--- src/rtl/accelerator_read_modes_softmax.sv ---
// accelerator_read_modes_softmax: per-head softmax over MODES logits using
// max-subtraction, a base-2 exponential approximation and a restoring divider.
module accelerator_read_modes_softmax #(
   parameter int     DATA_SIZE    = 64,
   parameter int     CONTROL_SIZE = 64,
   parameter int     FRAC_BITS    = 16,
   parameter int     MODES        = 3,
   parameter longint LOG2E        = $rtoi(1.442695 * (2.0 ** FRAC_BITS) + 0.5)
) (
   input  logic                 clk,
   input  logic                 rst_n,
   input  logic                 start,
   output logic                 ready,
   input  logic [DATA_SIZE-1:0] size_r_in,
   input  logic                 pi_in_enable,
   input  logic [DATA_SIZE-1:0] pi_in,
   output logic                 pi_out_i_enable,
   output logic                 pi_out_p_enable,
   output logic [DATA_SIZE-1:0] pi_out
);
   localparam int MW = $clog2(MODES);
   localparam int IW = $clog2(FRAC_BITS + 1);
   localparam int SW = $clog2(DATA_SIZE);
   localparam int PW = 2 * DATA_SIZE + 2;
   localparam logic [2:0] S_IDLE = 3'd0;
   localparam logic [2:0] S_LOAD = 3'd1;
   localparam logic [2:0] S_EXP  = 3'd2;
   localparam logic [2:0] S_DIV  = 3'd3;
   localparam logic [2:0] S_DONE = 3'd4;
   localparam logic [CONTROL_SIZE-1:0] LAST_M = CONTROL_SIZE'(MODES - 1);
   localparam logic [CONTROL_SIZE-1:0] ONE_C  = CONTROL_SIZE'(1);
   localparam logic [IW-1:0] LAST_IT = IW'(FRAC_BITS);
   localparam logic signed [DATA_SIZE:0] L2E = (DATA_SIZE + 1)'(LOG2E);

   logic [2:0]              state;
   logic [DATA_SIZE-1:0]    r, mx, sum;
   logic [CONTROL_SIZE-1:0] head, m, head_nx;
   logic [IW-1:0]           it;
   logic [DATA_SIZE-1:0]    lbuf [MODES];
   logic [DATA_SIZE:0]      rem, rem_sub;
   logic [FRAC_BITS:0]      quo, q_nx;
   logic [MW-1:0]           mi;
   logic signed [DATA_SIZE:0] d;
   logic signed [PW-1:0]    t, nk;
   logic [DATA_SIZE-1:0]    e;
   logic                    ge, bigger;

   always_comb begin
      mi      = m[MW-1:0];
      d       = $signed({lbuf[mi][DATA_SIZE-1], lbuf[mi]}) - $signed({mx[DATA_SIZE-1], mx});
      t       = (PW'(d) * PW'(L2E)) >>> FRAC_BITS;
      nk      = -(t >>> FRAC_BITS);
      // 2^(k+f) = (1.f) >> -k; anything shifted past the word is zero
      e       = (nk >= PW'(DATA_SIZE)) ? '0 : DATA_SIZE'({1'b1, t[FRAC_BITS-1:0]}) >> nk[SW-1:0];
      ge      = rem >= {1'b0, sum};
      rem_sub = ge ? rem - {1'b0, sum} : rem;
      q_nx    = {quo[FRAC_BITS-1:0], ge};
      head_nx = head + ONE_C;
      bigger  = $signed(pi_in) > $signed(mx);
   end

   always_ff @(posedge clk or negedge rst_n) begin
      if (!rst_n) begin
         state           <= S_IDLE;
         r               <= '0;
         mx              <= '0;
         sum             <= '0;
         head            <= '0;
         m               <= '0;
         it              <= '0;
         rem             <= '0;
         quo             <= '0;
         lbuf            <= '{default: '0};
         ready           <= 1'b0;
         pi_out_i_enable <= 1'b0;
         pi_out_p_enable <= 1'b0;
         pi_out          <= '0;
      end else begin
         ready           <= 1'b0;
         pi_out_i_enable <= 1'b0;
         pi_out_p_enable <= 1'b0;
         case (state)
            S_IDLE: if (start) begin
               r     <= size_r_in;
               head  <= '0;
               m     <= '0;
               state <= (size_r_in == '0) ? S_DONE : S_LOAD;
            end
            S_LOAD: begin
               sum <= '0;
               if (pi_in_enable) begin
                  lbuf[mi] <= pi_in;
                  mx       <= (m == '0 || bigger) ? pi_in : mx;
                  m        <= (m == LAST_M) ? '0 : m + ONE_C;
                  state    <= (m == LAST_M) ? S_EXP : S_LOAD;
               end
            end
            S_EXP: begin
               // logits are overwritten in place by their exponentials
               lbuf[mi] <= e;
               sum      <= sum + e;
               m        <= m + ONE_C;
               if (m == LAST_M) begin
                  state <= S_DIV;
                  m     <= '0;
                  rem   <= {1'b0, lbuf[0]};
                  quo   <= '0;
                  it    <= '0;
               end
            end
            S_DIV: begin
               rem <= rem_sub << 1;
               quo <= q_nx;
               it  <= it + IW'(1);
               if (it == LAST_IT) begin
                  pi_out          <= DATA_SIZE'(q_nx);
                  pi_out_p_enable <= 1'b1;
                  pi_out_i_enable <= (m == '0);
                  it              <= '0;
                  quo             <= '0;
                  rem             <= {1'b0, lbuf[mi + MW'(1)]};
                  m               <= m + ONE_C;
                  if (m == LAST_M) begin
                     m     <= '0;
                     head  <= head_nx;
                     state <= (DATA_SIZE'(head_nx) < r) ? S_LOAD : S_DONE;
                  end
               end
            end
            S_DONE: begin
               ready <= 1'b1;
               state <= S_IDLE;
            end
            default: state <= S_IDLE;
         endcase
      end
   end
endmodule

--- config.mk ---
export PLATFORM = sky130hd
export DESIGN_NAME = accelerator_read_modes_softmax
export DESIGN_NICKNAME = d
export VERILOG_FILES = /design/src/rtl/accelerator_read_modes_softmax.sv
export SDC_FILE = /design/constraint.sdc
export NUM_CORES = 2
export LEC_CHECK = 0
export BUFFER_PORTS_ARGS = -buffer_cell sky130_fd_sc_hd__buf_4
export CELL_PAD_IN_SITES_DETAIL_PLACEMENT = 0
export CELL_PAD_IN_SITES_GLOBAL_PLACEMENT = 1
export CORE_ASPECT_RATIO = 1.75
export CORE_MARGIN = 3
export CORE_UTILIZATION = 45
export CTS_BUF_LIST = sky130_fd_sc_hd__clkbuf_4 sky130_fd_sc_hd__clkbuf_8 sky130_fd_sc_hd__clkbuf_16
export CTS_CLUSTER_DIAMETER = 50
export DETAILED_ROUTE_END_ITERATION = 6
export PLACE_DENSITY_LB_ADDON = 0.1
export RECOVER_POWER = 25
export SLEW_MARGIN = 20
export SYNTH_ARGS = -nofsm -noshare
export SYNTH_HDL_FRONTEND = slang
export SYNTH_SLANG_ARGS = --single-unit
--- constraint.sdc ---
create_clock -name clk -period 18.2 [get_ports clk]
set_input_delay 3.64 -clock clk [delete_from_list [all_inputs] [get_ports clk]]
set_output_delay 3.64 -clock clk [all_outputs]
set_load 0.005 [all_outputs]
Word level (Yosys, flattened, before mapping)
Index checks and enable logic that the tools add are counted.
- input bits: 132
- ROM bits: 0
- bits in registers: 621
- memory bits (writable): 0
- memories kept: 0
- logic and storage cells: 109
- output and inout bits: 67
- bits in latches: 0
- equality and inequality tests: 11
- multipliers: 1
- reduce and logical (&&, ||, !) cells: 17
- shift-type cells: 1
- mux-type cells: 46
- divide/modulo/power cells: 0
- order comparisons: 7
- $add $sub $neg: 8
- bitwise operators: 2
- operator list (kind ; number):
    $mux W64 ; 13
    $bwmux W192 ; 2
    $pmux W192 S2 ; 1
    $bmux W64 S2 ; 2
    $pmux W64 S2 ; 2
    $pmux W64 S4 ; 1
    $mux W192 ; 1
    $ge A130 B8 Y1 const B ; 1
    $mux W65 ; 2
    $neg A51 Y130 ; 1
    $pmux W65 S2 ; 1
    $add A64 B1 Y64 const B ; 2
    $demux W64 S2 ; 1
    $logic_not A64 Y1 ; 2
    $mul A65 B16 Y81 const B ; 1
    $ge A65 B64 Y1 ; 1
    $sub A64 B64 Y65 ; 1
    $add A64 B64 Y64 ; 1
    $eq A64 B2 Y1 const B ; 1
    $gt A64 B64 Y1 ; 1
    $lt A64 B64 Y1 ; 1
    $shr A17 B6 Y64 ; 1
    $sub A64 B64 Y64 ; 1
    $mux W16 ; 2
    other kinds (26) ; 50

Logic depth before layout (Yosys ltp)
- depth in word-level cells: 11
- mapped depth: 80
- gate-level depth less buffers: 74

Worst setup path before layout
OpenSTA, ideal clock, no wires.
- kind: register to register
- start point: register m[1]
- end point: register sum[46]
- library setup time: 0.079 ns
- data required time: 18.121 ns
- arrival: 17.594 ns
- clock period less this slack: 17.673 ns
- slack: 0.527 ns
- cell stages (with the launch flop): 75
- cell sequence: dfrtp_1 > clkbuf_1 > buf_1 > buf_1 > mux2i_1 > o21ai_0 > ha_1 > a21o_1 > a21o_1 > a21oi_1 > o21ai_0 > a221oi_1 > nand2_1 > a2111oi_0 > a211o_1 > a21oi_1 > or3_1 > clkbuf_1 > [... 39 more ...] > nor2_1 > fa_1 > nand3_1 > a21boi_0 > o21ai_0 > a21oi_1 > o211a_1 > o211ai_1 > a21oi_1 > o21ai_0 > a21oi_1 > o21a_1 > o21ai_0 > a2111oi_0 > and2_1 > nand2_1 > nor3_1 > mux2i_1
- longest elaborated chain between the ends: 11
- ends and longest elaborated chain (item ; RTL line ; text):
    start: declaration ; 37 ; logic [CONTROL_SIZE-1:0] head, m, head_nx;
    start signal: assignment ; 94 ; m <= (m == LAST_M) ? '0 : m + ONE_C;
    start signal: assignment ; 102 ; m <= m + ONE_C;
    start signal: assignment ; 122 ; m <= m + ONE_C;
    $not A2 Y3 (not written as such) (*) ; 50 ; d = $signed({lbuf[mi][DATA_SIZE-1], lbuf[mi]}) - $signed({mx[DATA_SIZE-1], mx});
    $bmux W64 S2 (*) ; 50 ;
    $mux W64 (not written as such) (*) (2 in series) ; 50 ;
    $sub A64 B64 Y65 (*) ; 50 ;
    $mul A65 B16 Y81 (*) ; 51 ; t = (PW'(d) * PW'(L2E)) >>> FRAC_BITS;
    $neg A51 Y130 ; 52 ; nk = -(t >>> FRAC_BITS);
    $ge A130 B8 Y1 / $shr A17 B6 Y64 (equally long branches) ; 54 ; e = (nk >= PW'(DATA_SIZE)) ? '0 : DATA_SIZE'({1'b1, t[FRAC_BITS-1:0]}) >> nk[SW-1:0];
    $mux W64 (*) ; 54 ;
    $add A64 B64 Y64 (*) ; 101 ; sum <= sum + e;
    $pmux W64 S2 (*) ; 82 ; case (state)
    end signal: assignment ; 101 ;
    end: declaration ; 36 ; logic [DATA_SIZE-1:0] r, mx, sum;
Mark *: on every way between the ends. The rest lies on a longest branch, timed or not. The select of a mux whose other input is x is not followed.
A chain may end at the register's enable or synchronous reset.

Worst setup path after layout
- start point: register m[1]
- end point: register sum[55]
Same word-level chain as after synthesis.

==> qor.csv <==
stage,metric,value,unit
cells_and_area,fillerInstances,13650,
sta,setup_viol,0,
cells_and_area,finish.instance_area,0.07039,sq mm
die,boundaryPins,199,
synth,synth_edf_count,0,
synth,synth.yosys.warnings,0,
global_route,grt_antenna_before_repair,18,
placement,placed_cell_area,0.06779,sq mm
clock_tree,htree_num_levels,2,
job,max_cap_viol_count,9,
sta,hold_viol_final,0,
placement,hpwlAfterDp,165.4,mm
clock_tree,cts_inserted_buffers,58,
cells_and_area,instances_no_fill,9623,
placement,dp.cells,9488,
status,outcome,finished with violations,
cells_and_area,seqCellArea,0.01554,sq mm
status,violated_checks,"DRC, capacitance limit, slew limit",
routing,detailedRoute.firstPassIterationCount,7,
sta,maxSlewHeadroom,-228.8,%
cells_and_area,multi_input_comb_area,0.04320,sq mm
routing,wl,205.2,mm
clock_tree,worstSkewPairLatency,0.67,ns
sta,max_freq,0.05731,GHz
cells_and_area,post-route-util,50.62,%
synth,ys.flop_type,dfrtp_1,
cells_and_area,post_route_cells_drive_above_1_share,10.95,%
setup_path,crit_path_start_kind,flop,
synth,synth.distinct_cells,104,
setup_path,timing.critical_path.arrival,18.00,ns
routing,viasPerCell,5.598,
global_route,pin_count_of_the_biggest_net_entering_global_routing,107,
synth,syn-mean-instance-area,8.421,sq um
global_route,grt_usage,28.08,%
setup_path,critPathKind,reg2reg,
die,die-width,289.1,um
routing,remaining_drc_errors,1,
clock_tree,cts_tree,yes,
global_route,grt_overflow_total,0,
synth,synth-seq-area-share,24.62,%
setup_path,cpMaxStageDelayCell,nor3_1,
setup_path,worst_ep_required_time,18.75,ns
die,floorplan.die.height,501.4,um
sta,timing_max_transition_violations_final,515,
cells_and_area,nNetsFinal,8902,
clock_tree,cts_root_buf,clkbuf_16,
routing,drtAntennaViolNets,0,
die,floorplan.die_area,0.1450,sq mm
sta,final_min_period_over_clock_period,95.88,%
routing,route.detailed.wl_per_inst,21.32,um
clock_tree,tritoncts_num_sinks,621,
synth,syn_area,0.06311,sq mm
sta,fin_crit,17.45,ns
sta,fin_worst_skew,0.03938,ns
synth,flip_flop_and_latch_count_after_synthesis,621,
synth,post_synth_inst_count,7495,
die,floorplan.initialDensity,45.39,%
setup_path,critPathMaxStageDelay,0.65,ns
setup_path,crit_path_frequent_cell,a21o_1,
routing,initialDrtViolationCount,2943,
clock_tree,cts_buffer_depth,3,
placement,gpl.final_weighted_congestion,0.9734,
setup_path,worstPathMaxFanout,13,
global_route,first_global_vias,55940,
synth,asyncSetResetFlopFracSynth,100.0,%
routing,dr_total_vias,53870,
placement,port_buffers,151,
sta,tns,0,ns
cells_and_area,synth_to_final_area_change,11.53,%
clock_tree,clk_pin_slew_worst_paths,0.07,ns
global_route,grt_pass1_wl,318.3,mm
hold_path,hold_path_class,reg2reg,
setup_path,worst_setup_path_end_kind,flop,
die,design.core.area,0.1391,sq mm
die,num_rows,181,
sta,worst_slew_pin_slew,4.932,ns
==> per-layer routing <==
| metal | up-vias | share of wire (%) | global-route usage [%] |
|---|---|---|---|
| met5 | - | 0.029 | 0 |
| met4 | 10 | 4.7 | 11.73 |
| met3 | 373 | 3.5 | 2.653 |
| met2 | 1063 | 53 | 52.97 |
| met1 | 26330 | 39 | 31.92 |
| li1 | 26100 | - | - |
==> cells in the mapped netlist (99+ instances only) <==
cell / instances / area, sq um
nor3_1: 99 / 495.5
ha_1: 667 / 8346
nor2_1: 437 / 1640
nand3_1: 156 / 780.8
inv_1: 941 / 3532
nand4_1: 128 / 800.8
dfrtp_1: 621 / 15540
xnor2_1: 188 / 1647
xor2_1: 141 / 1235
clkbuf_1: 262 / 983.4
nand2_1: 891 / 3344
a21o_1: 184 / 1381
mux2i_1: 179 / 1792
a21oi_1: 440 / 2202
o21ai_0: 636 / 3183
fa_1: 366 / 7327
==> layout make-up <==
cell class              instances  share of cell area (%)
inverters                     944                   5.034
multi-input cells            5614                   61.38
clock inverters                27                  0.4319
well taps                    1830                   3.253
flip-flops and latches        621                   22.08
repair buffers                498                   5.398
diodes                         12                 0.04266
clock buffers                  77                   2.377
==> critical path, delay by kind of cell (launching register included) <==
| kind | cells | cell delay [ns] |
|---|---|---|
| and+or+nand+nor | 18 | 5.08 |
| muxes | 2 | 0.26 |
| xor gates and xnor gates | 1 | 0.19 |
| buffers and inverters | 10 | 1.26 |
| adders and majority gates | 10 | 3.88 |
| DFF | 1 | 0.55 |
| AOI/OAI and AO/OA | 32 | 6.06 |
==> final timing paths <==
check,startpoint,to,slack [ns],depth (start not counted)
max,m[1]$_DFFE_PN0P_,sum[55]$_DFFE_PN0P_,0.75,73
min,pi_out[1]$_DFFE_PN0P_,pi_out[1]$_DFFE_PN0P_,0.48,2
max reg2reg,m[1]$_DFFE_PN0P_,sum[55]$_DFFE_PN0P_,0.75,73
min reg2reg,pi_out[1]$_DFFE_PN0P_,pi_out[1]$_DFFE_PN0P_,0.48,2
max in group asynchronous,rst_n,lbuf[176]$_DFFE_PN0P_,6.43,5
min in group asynchronous,rst_n,r[32]$_DFFE_PN0P_,4.76,1
==> flip-flops by register name (all words and copies together) (netlist names), 17 cells and up <==
register,cells
head,64
lbuf,192
m,64
mx,64
pi_out,17
r,64
rem,65
sum,64
==> placed cells by master, fill, tap and decap left out, types with 47 or more instances in the layout <==
cell	count
nand4_1	128
xnor2_1	181
conb_1	47
ha_1	658
inv_1	937
mux2i_1	178
clkbuf_16	61
nand2_1	889
o31ai_1	91
nand3_1	155
buf_4	474
nor3_1	95
nor2b_1	49
nand2b_1	61
o21ai_0	625
xor2_1	135
and3_1	76
nor2_1	424
a21o_1	183
a21oi_1	429
nor4_1	63
dfrtp_1	619
fa_1	366
mux2_2	77
==> timing repair <==
action                                  4_1_cts  5_1_grt
buffers inserted                              0       18
endpoints found under the setup margin       42       52
hold buffers                                  0        0
pin swaps                                     0       35
gates resized for setup                      10      109
cloned                                        0        1
==> through the flow <==
step / setup slack, ns / hold WS [ns]
floorplan: 0.5270 / 0.4396
global placement: -0.3277 / 0.4606
detailed placement: -0.4338 / 0.4661
CTS: 0.02332 / 0.4827
global route: -0.07322 / 0.5001
finish: 0.7505 / 0.4772
==> kinds of logic after synthesis <==
kind of cell / share of synthesized area (%)
other: 0.005942
AND/OR/NAND/NOR: 15.71
multiplexers: 4.231
XOR/XNOR: 4.617
adder cells (fa/ha/maj): 24.83
buffers and inverters: 8.112
AO/OA/AOI/OAI: 17.86
flip-flops: 24.62
Power is not shown: default switching activity piles up to over one toggle a cycle in this logic, so the estimate is an artifact.
